--- src/rtl/demux_1to4_stream_pkg.sv ---
// Shared constants, slot state type and select decoder for the 1-to-4 stream demux.
// Imported by the interface, the output slot and the top.
package demux_1to4_stream_pkg;

   localparam int N_OUT = 4;
   localparam int SEL_W = 2;

   localparam logic [SEL_W-1:0] CH_A = 2'd0;
   localparam logic [SEL_W-1:0] CH_B = 2'd1;
   localparam logic [SEL_W-1:0] CH_C = 2'd2;
   localparam logic [SEL_W-1:0] CH_D = 2'd3;

   typedef enum logic {
      SLOT_EMPTY = 1'b0,
      SLOT_FULL  = 1'b1
   } slot_state_e;

   function automatic logic [N_OUT-1:0] sel_onehot(input logic [SEL_W-1:0] sel);
      logic [N_OUT-1:0] oh;
      oh = 4'b0000;
      case (sel)
         CH_A:    oh = 4'b0001;
         CH_B:    oh = 4'b0010;
         CH_C:    oh = 4'b0100;
         CH_D:    oh = 4'b1000;
         default: oh = 4'b0000;
      endcase
      return oh;
   endfunction

endpackage

--- src/rtl/demux_1to4_stream_if.sv ---
// Stream bundle between the upstream/downstream side (master) and the demux (slave).
// Carries the single input stream, the four output lanes and the per-lane counters.
interface demux_1to4_stream_if
   import demux_1to4_stream_pkg::*;
#(
   parameter int WIDTH = 4,
   parameter int CNT_W = 8
);

   logic [WIDTH-1:0]       in_data;
   logic [SEL_W-1:0]       in_sel;
   logic                   in_valid;
   logic                   in_ready;
   logic [N_OUT*WIDTH-1:0] out_data;
   logic [N_OUT-1:0]       out_valid;
   logic [N_OUT-1:0]       out_ready;
   logic [N_OUT*CNT_W-1:0] xfer_cnt;

   modport master (
      output in_data, in_sel, in_valid, out_ready,
      input  in_ready, out_data, out_valid, xfer_cnt
   );

   modport slave (
      input  in_data, in_sel, in_valid, out_ready,
      output in_ready, out_data, out_valid, xfer_cnt
   );

endinterface

--- src/rtl/demux_out_slot.sv ---
// One output lane: a single-entry holding register with EMPTY/FULL state and
// a wrapping count of words loaded into it.
module demux_out_slot
   import demux_1to4_stream_pkg::*;
#(
   parameter int WIDTH = 4,
   parameter int CNT_W = 8
) (
   input  logic             clk,
   input  logic             rst_n,
   input  logic             load_i,
   input  logic [WIDTH-1:0] data_i,
   input  logic             out_ready_i,
   output logic             out_valid_o,
   output logic [WIDTH-1:0] out_data_o,
   output logic [CNT_W-1:0] cnt_o
);

   slot_state_e      state_q, state_d;
   logic [WIDTH-1:0] data_q, data_d;
   logic [CNT_W-1:0] cnt_q, cnt_d;

   // state, held word and counter registers
   always_ff @(posedge clk or negedge rst_n) begin
      if (!rst_n) begin
         state_q <= SLOT_EMPTY;
         data_q  <= {WIDTH{1'b0}};
         cnt_q   <= {CNT_W{1'b0}};
      end else begin
         state_q <= state_d;
         data_q  <= data_d;
         cnt_q   <= cnt_d;
      end
   end

   // a load while FULL is only offered when the held word leaves this cycle (pass-through)
   always_comb begin
      state_d = state_q;
      data_d  = data_q;
      cnt_d   = cnt_q;
      case (state_q)
         SLOT_EMPTY: begin
            if (load_i) begin
               state_d = SLOT_FULL;
            end else begin
               state_d = SLOT_EMPTY;
            end
         end
         SLOT_FULL: begin
            if (load_i) begin
               state_d = SLOT_FULL;
            end else if (out_ready_i) begin
               state_d = SLOT_EMPTY;
            end else begin
               state_d = SLOT_FULL;
            end
         end
         default: state_d = SLOT_EMPTY;
      endcase
      if (load_i) begin
         data_d = data_i;
         cnt_d  = cnt_q + {{(CNT_W-1){1'b0}}, 1'b1};
      end else begin
         data_d = data_q;
         cnt_d  = cnt_q;
      end
   end

   assign out_valid_o = (state_q == SLOT_FULL);
   assign out_data_o  = data_q;
   assign cnt_o       = cnt_q;

endmodule

--- src/rtl/demux_1to4_stream.sv ---
// 1-to-4 stream demultiplexer: routes each accepted word to the lane named by in_sel.
// Backpressure comes only from the selected lane; outputs are all registered in the slots.
module demux_1to4_stream
   import demux_1to4_stream_pkg::*;
#(
   parameter int WIDTH = 4,
   parameter int CNT_W = 8
) (
   input logic                 clk,
   input logic                 rst_n,
   demux_1to4_stream_if.slave  stream_io
);

   logic [N_OUT-1:0]       valid_s;
   logic [N_OUT*WIDTH-1:0] data_s;
   logic [N_OUT*CNT_W-1:0] cnt_s;
   logic [N_OUT-1:0]       sel_oh_s;
   logic [N_OUT-1:0]       load_s;
   logic                   in_ready_s;
   logic                   in_xfer_s;

   assign sel_oh_s = sel_onehot(stream_io.in_sel);

   // ready looks only at the selected lane, never at in_valid
   always_comb begin
      in_ready_s = 1'b1;
      if (|(sel_oh_s & valid_s & ~stream_io.out_ready)) begin
         in_ready_s = 1'b0;
      end else begin
         in_ready_s = 1'b1;
      end
   end

   assign in_xfer_s = stream_io.in_valid & in_ready_s;

   // steer the accepted word to exactly one slot
   always_comb begin
      load_s = {N_OUT{1'b0}};
      if (in_xfer_s) begin
         load_s = sel_oh_s;
      end else begin
         load_s = {N_OUT{1'b0}};
      end
   end

   for (genvar k = 0; k < N_OUT; k++) begin : g_slot
      demux_out_slot #(
         .WIDTH (WIDTH),
         .CNT_W (CNT_W)
      ) u_slot (
         .clk         (clk),
         .rst_n       (rst_n),
         .load_i      (load_s[k]),
         .data_i      (stream_io.in_data),
         .out_ready_i (stream_io.out_ready[k]),
         .out_valid_o (valid_s[k]),
         .out_data_o  (data_s[k*WIDTH +: WIDTH]),
         .cnt_o       (cnt_s[k*CNT_W +: CNT_W])
      );
   end

   assign stream_io.in_ready  = in_ready_s;
   assign stream_io.out_valid = valid_s;
   assign stream_io.out_data  = data_s;
   assign stream_io.xfer_cnt  = cnt_s;

endmodule

--- src/flat_wrapper.sv ---
// flat-port wrapper written by rule: the top's interface ports become plain ports
module demux_1to4_stream_flat import demux_1to4_stream_pkg::*;
#(
   parameter int WIDTH = 4,
   parameter int CNT_W = 8
)
  (clk, rst_n, stream_io_in_data, stream_io_in_sel, stream_io_in_valid, stream_io_out_ready, stream_io_in_ready, stream_io_out_data, stream_io_out_valid, stream_io_xfer_cnt);
  demux_1to4_stream_if #(.WIDTH(WIDTH), .CNT_W(CNT_W)) stream_io_i ();
  input logic clk;
  input logic rst_n;
  input wire logic [$bits(stream_io_i.in_data)-1:0] stream_io_in_data;
  input wire logic [$bits(stream_io_i.in_sel)-1:0] stream_io_in_sel;
  input wire logic [$bits(stream_io_i.in_valid)-1:0] stream_io_in_valid;
  input wire logic [$bits(stream_io_i.out_ready)-1:0] stream_io_out_ready;
  output wire logic [$bits(stream_io_i.in_ready)-1:0] stream_io_in_ready;
  output wire logic [$bits(stream_io_i.out_data)-1:0] stream_io_out_data;
  output wire logic [$bits(stream_io_i.out_valid)-1:0] stream_io_out_valid;
  output wire logic [$bits(stream_io_i.xfer_cnt)-1:0] stream_io_xfer_cnt;
  assign stream_io_i.in_data = stream_io_in_data;
  assign stream_io_i.in_sel = stream_io_in_sel;
  assign stream_io_i.in_valid = stream_io_in_valid;
  assign stream_io_i.out_ready = stream_io_out_ready;
  assign stream_io_in_ready = stream_io_i.in_ready;
  assign stream_io_out_data = stream_io_i.out_data;
  assign stream_io_out_valid = stream_io_i.out_valid;
  assign stream_io_xfer_cnt = stream_io_i.xfer_cnt;
  demux_1to4_stream #(.WIDTH(WIDTH), .CNT_W(CNT_W)) u_core (.clk(clk), .rst_n(rst_n), .stream_io(stream_io_i));
endmodule
--- config.mk ---
export PLATFORM = sky130hd
export DESIGN_NAME = demux_1to4_stream_flat
export DESIGN_NICKNAME = d
export VERILOG_FILES = /design/src/rtl/demux_1to4_stream_pkg.sv /design/src/rtl/demux_1to4_stream_if.sv /design/src/rtl/demux_out_slot.sv /design/src/rtl/demux_1to4_stream.sv /design/src/flat_wrapper.sv
export SDC_FILE = /design/constraint.sdc
export NUM_CORES = 1
export LEC_CHECK = 0
export ABC_AREA = 0
export BUFFER_PORTS_ARGS = -buffer_cell sky130_fd_sc_hd__clkbuf_2
export CAP_MARGIN = 10
export CELL_PAD_IN_SITES_DETAIL_PLACEMENT = 1
export CELL_PAD_IN_SITES_GLOBAL_PLACEMENT = 2
export CORE_ASPECT_RATIO = 0.75
export CORE_MARGIN = 5
export CORE_UTILIZATION = 28
export DETAILED_ROUTE_END_ITERATION = 16
export GPL_TIMING_DRIVEN = 0
export PLACE_DENSITY = 0.78
export SYNTH_ARGS = -nofsm -noshare
export SYNTH_HDL_FRONTEND = slang
export SYNTH_SLANG_ARGS = --single-unit
--- constraint.sdc ---
create_clock -name clk -period 1.86 [get_ports clk]
set_input_delay 0.279 -clock clk [delete_from_list [all_inputs] [get_ports clk]]
set_output_delay 0.279 -clock clk [all_outputs]
set_load 0.05 [all_outputs]
# After elaboration in Yosys (flattened, before gate mapping)
# Index checks and enable logic that the tools add are counted.
[classes] add_sub_neg=4 n_eq_ne=3 n_mux=19 n_bitwise=8 reduce_logical=2
[ops] operator="$add A8 B1 Y8 const B" count=4
[ops] operator="$pmux W4 S4" count=1
[ops] operator="$mux W1" count=13
[ops] operator="$and A4 B4 Y4" count=2
[ops] operator="$pmux W1 S2" count=4
[ops] operator="$eq A2 B2 Y1 const B" count=2
[ops] operator="$mux W4" count=1
[ops] operator="$not A1 Y1" count=4
[ops] operator="$not A4 Y4" count=1
[ops] operator="$reduce_or A4 Y1" count=1
[ops] operator="$eq A2 B1 Y1 const B" count=1
[ops] operator="$logic_not A2 Y1" count=1
[ops] operator="$and A1 B1 Y1" count=1
[totals] register_bits=52 input_bits=13 output_inout_bits=53 word_cells=48

# Depth between registers and ports, before layout
[logic_depth] word_depth=10 depth_mapped=6 ltp_nobuf=4

# Modules after synthesis
# From an unflattened synthesis, not the netlist that was laid out.
[hier_totals] cells_unflattened=161 hier_area_um2=2193.4
[modules_own_cells] mod="demux_out_slot" n_inst=4 cells_per_inst=38 area_each_um2=523.0 seq_area_each_um2=325.3
[modules_own_cells] mod="demux_1to4_stream" n_inst=1 cells_per_inst=9 area_each_um2=101.3 seq_area_each_um2=0.0

# Least setup slack after synthesis
# Ideal clock, no wire load.
[synth_timing] kind="reg2reg" startpoint="register u_core.g_slot[0].u_slot.state_q" endpoint="register u_core.g_slot[0].u_slot.cnt_q[5]" setup_ps=82 arrival_ps=1408 required_ps=1778 slack_ps=370 path_stages_with_launch=6 n_path_buf=1 synth_period_minus_slack_ps=1490 path_cell_list="dfrtp_1 nor2b_1 or3_4 buf_6 nor4_4 xor2_1"
[synth_via] elab_chain_len=6
[synth_rtl] element="start: declaration" line_no="demux_out_slot.sv:19" rtl="slot_state_e state_q, state_d;"
[synth_rtl] element="start signal: assignment" line_no="demux_out_slot.sv:30" rtl="state_q <= state_d;"
[synth_rtl] element="$and A4 B4 Y4 (2 in a row)" line_no="demux_1to4_stream.sv:27" rtl="if (|(sel_oh_s & valid_s & ~stream_io.out_ready)) begin"
[synth_rtl] element="$reduce_or A4 Y1" line_no="demux_1to4_stream.sv:27"
[synth_rtl] element="$mux W1" line_no="demux_1to4_stream.sv:27"
[synth_rtl] element="$and A1 B1 Y1" line_no="demux_1to4_stream.sv:34" rtl="assign in_xfer_s = stream_io.in_valid & in_ready_s;"
[synth_rtl] element="$mux W4" line_no="demux_1to4_stream.sv:39" rtl="if (in_xfer_s) begin"
[synth_rtl] element="end signal: assignment" line_no="demux_out_slot.sv:28" rtl="cnt_q <= {CNT_W{1'b0}};"
[synth_rtl] element="end signal: assignment" line_no="demux_out_slot.sv:32" rtl="cnt_q <= cnt_d;"
[synth_rtl] element="end: declaration" line_no="demux_out_slot.sv:21" rtl="logic [CNT_W-1:0] cnt_q, cnt_d;"
# Every way passes these cells.
# A chain may end at the register's enable or synchronous reset.

# Final worst setup path
[layout_timing] startpoint="register u_core.g_slot[3].u_slot.state_q" endpoint="output port stream_io_in_ready"
[layout_via] elab_chain_len=4
[layout_rtl] element="start: declaration" line_no="demux_out_slot.sv:19"
[layout_rtl] element="start signal: assignment" line_no="demux_out_slot.sv:30"
[layout_rtl] element="$and A4 B4 Y4 (2 in a row)" line_no="demux_1to4_stream.sv:27"
[layout_rtl] element="$reduce_or A4 Y1" line_no="demux_1to4_stream.sv:27"
[layout_rtl] element="$mux W1" line_no="demux_1to4_stream.sv:27"
[layout_rtl] element="end: declaration" line_no="flat_wrapper.sv:15" rtl="output wire logic [$bits(stream_io_i.in_ready)-1:0] stream_io_in_ready;"
# Every way passes these cells.

==> results.sh <==
export IMPL_place_worst_setup_slack_ps=155
export IMPL_finalSetupViolations=0
export IMPL_cts_max_level=2
export IMPL_synth_cells=191
export IMPL_cts_tree="yes"
export IMPL_grt_usage_pct=10.9
export IMPL_seq_area_frac_synth_pct=57.8
export IMPL_syn_cell_area_mm2=0.00225
export IMPL_wl_met2_um=2320
export IMPL_slew_headroom_pct=55.5
export IMPL_start_util_pct=28.6
export IMPL_ys_seq_elements=52
export IMPL_path_max_fanout=4
export IMPL_cp_required_ps=1580
export IMPL_p_per_area_mw_per_mm2=1480
export IMPL_finalWirelength_um=5130
export IMPL_finalPower_mw=4.24
export IMPL_wl_met3_um=271
export IMPL_hold_class="in -> reg"
export IMPL_p_seq_share_pct=40.2
export IMPL_grt_max_degree=29
export IMPL_nNetsFinal=282
export IMPL_place_inst=362
export IMPL_drv_cap=0
export IMPL_layout_min_cycle_time_ps=1740
export IMPL_setup_tns_final_ps=0
export IMPL_status="finished clean"
export IMPL_top_layer="met4"
export IMPL_cts_reportedPaths_clkPinSlew_ps=90
export IMPL_avgRoutedWirePerCell_um=13.8
export IMPL_drc_errors=0
export IMPL_cts_made_buffers=5
export IMPL_dp_hpwl_um=4040
export IMPL_clk_latency_ps=300
export IMPL_rsz0062_at_grt="no"
export IMPL_cts_setup_buffers=0
export IMPL_m1WireLength_um=2490
export IMPL_rows=28
export IMPL_clockBufferDepth=2
export IMPL_final_hold_viol_count=0
export IMPL_setup_slack_ps=124
export IMPL_worstMarginPinSlew_ps=667
export IMPL_layout_cells_non_filler=371
export IMPL_syn_to_final_growth_pct=27.2
export IMPL_avgViaCountPerCell=4.48
export IMPL_via_count=1662
export IMPL_core_area_mm2=0.00788
export IMPL_clock_skew_ps=9.26
export IMPL_routabilityCongestion=0.735
export IMPL_io_pins=66
export IMPL_synth_nets=208
export IMPL_netSwitchingFraction_pct=46.0
export IMPL_firstDrtPassIters=4
export IMPL_grt_pass1_wl_um=8640
export IMPL_start_kind="flip-flop"
export IMPL_die_x_um=114
export IMPL_drive_gt1_share_pct=36.5
export IMPL_endpoint_kind="output pin"
export IMPL_cts_sinks=52
export IMPL_grt_pass1_vias=1759
export IMPL_fmax_mhz=576
export IMPL_drtIter0Drc=14
export IMPL_peakVddDrop_mv=0.725
export IMPL_p_leak_nw=1.44
export IMPL_root_buffer="clkbuf_8"
export IMPL_power_switching_mw=1.95
export IMPL_drtAntennaViolNets=0
export IMPL_yosysWarnings=0
export IMPL_overflow=0
export IMPL_fin_crit_sh_pct=93.4
export IMPL_p_comb_share_pct=40.0
export IMPL_path_class="reg -> out"
export IMPL_dieArea_mm2=0.00996
export IMPL_antenna_found_initial=0
export IMPL_pwr_share_clk_pct=19.8
export IMPL_slew_violations=0
export IMPL_die_h_um=87.7
export IMPL_timing_hold_ws_ps=228
export IMPL_cp_arrival_ps=1460
export IMPL_synthDistinctLibCells=28
export IMPL_p_int_mw=2.29
export IMPL_avgSynthCellArea_um2=11.8
export IMPL_antennaDiodeCount=0
export IMPL_io_buffers=65
export IMPL_r2r_setup_slack_ps=210
-- flip-flops by register name, summed over array words and instances, names as in the netlist --
name	count
u_core.g_slot.u_slot.cnt_o	32
u_core.g_slot.u_slot.out_valid_o	4
u_core.g_slot.u_slot.out_data_o	16
-- cell families after synthesis --
kind of cell,after synthesis,synth area share (%)
AND/OR/NAND/NOR,84,20.0
flip-flops,52,57.8
XOR/XNOR,28,10.9
buffers and inverters,12,3.11
multiplexers,11,6.00
adder cells (fa/ha/maj),4,2.22
-- synthesized netlist by cell type --
master	n	area (um2)
inv_1	3	11.3
buf_4	4	30.0
nor2_1	1	3.75
nand2b_4	1	13.8
ha_1	4	50.1
nor4_4	1	21.3
buf_6	1	11.3
clkbuf_1	2	7.51
or3_4	1	11.3
xor2_1	6	52.6
nand2b_1	4	25.0
and4_1	1	8.76
and4b_1	1	10.0
dfrtp_1	52	1300
and3_1	4	25.0
mux4_2	1	22.5
nor2b_1	2	12.5
and2_1	2	12.5
buf_2	2	10.0
nor3_2	2	20.0
nand2_1	42	158
xnor2_1	22	193
nand3b_1	1	7.51
nor3_1	1	5.00
nor4_1	1	6.26
nand4_1	12	75.1
nand3_1	7	35.0
mux2_2	10	113
-- metal layers --
layer	GRT usage [%]	vias up
met5	0	-
met4	3.28	0
met3	2.69	7
met2	16.9	43
met1	15.1	832
li1	-	780
-- placed cells by master, fill, tap and decap left out --
cell type	instances
clkbuf_2	64
dfrtp_1	52
nand2_1	42
xnor2_1	22
nand4_1	12
mux2_2	10
nand3_1	7
clkbuf_8	7
xor2_1	6
nand2b_1	4
and3_1	4
ha_1	4
buf_4	4
buf_2	3
inv_1	3
nor2b_1	2
clkbuf_1	2
and2_1	2
nor3_2	2
mux4_2	1
nand2b_4	1
or3_4	1
buf_6	1
and4b_1	1
nand3b_1	1
nor4_1	1
nor4_4	1
nor2_1	1
and4_1	1
nor3_1	1
bufinv_16	1
dlygate4sd3_1	1
buf_12	1
-- layout make-up --
type | instances | area [um2]
Fill cell | 907 | 5020
Sequential cell | 52 | 1300
Multi-Input combinational cell | 127 | 881
Timing Repair Buffer | 67 | 355
Tap cell | 105 | 131
Clock buffer | 7 | 96.3
Buffer | 9 | 58.8
Clock inverter | 1 | 30.0
Inverter | 3 | 11.3
-- power by group through the flow --
stage	logic (mW)	clock network [mW]	registers (mW)
floorplan	0.399	0	2.56
global route	1.80	0.930	1.76
CTS	1.72	0.879	1.71
detailed placement	1.71	0	1.73
global placement	1.69	0	1.72
finish	1.69	0.840	1.70
-- repair_timing --
item,CTS,global route
hold buffers,1,0
setup endpoints to repair,0,1
hold endpoints to repair,3,0
gates resized for setup,0,1
-- critical path, cell delays in order (launching register included) --
cell and delay, ps:
dfrtp_1 360, nand2b_1 110, mux4_2 470, buf_2 220
-- per-stage QoR --
stage	cell area, um2	utilization (%)
2_1_floorplan	2250	-
3_3_place_gp	2710	34.4
3_5_place_dp	2730	34.6
4_1_cts	2870	36.3
5_1_grt	2870	36.3
6_report	2870	36.3
-- final timing paths --
kind,start,end,depth (start not counted)
worst max-delay path,u_core.g_slot[3].u_slot.out_valid_o,stream_io_in_ready,3
max in group asynchronous,rst_n,u_core.g_slot[2].u_slot.out_data_o[3],3
worst min-delay path,stream_io_in_data[2],u_core.g_slot[0].u_slot.out_data_o[2],3
worst max register to register,u_core.g_slot[1].u_slot.out_valid_o,u_core.g_slot[1].u_slot.out_data_o[2],5
worst min register to register,u_core.g_slot[3].u_slot.cnt_o[7],u_core.g_slot[3].u_slot.cnt_o[7],1
min in group asynchronous,rst_n,u_core.g_slot[0].u_slot.cnt_o[5],2
No activity file was read; power rests on OpenSTA's default activity.
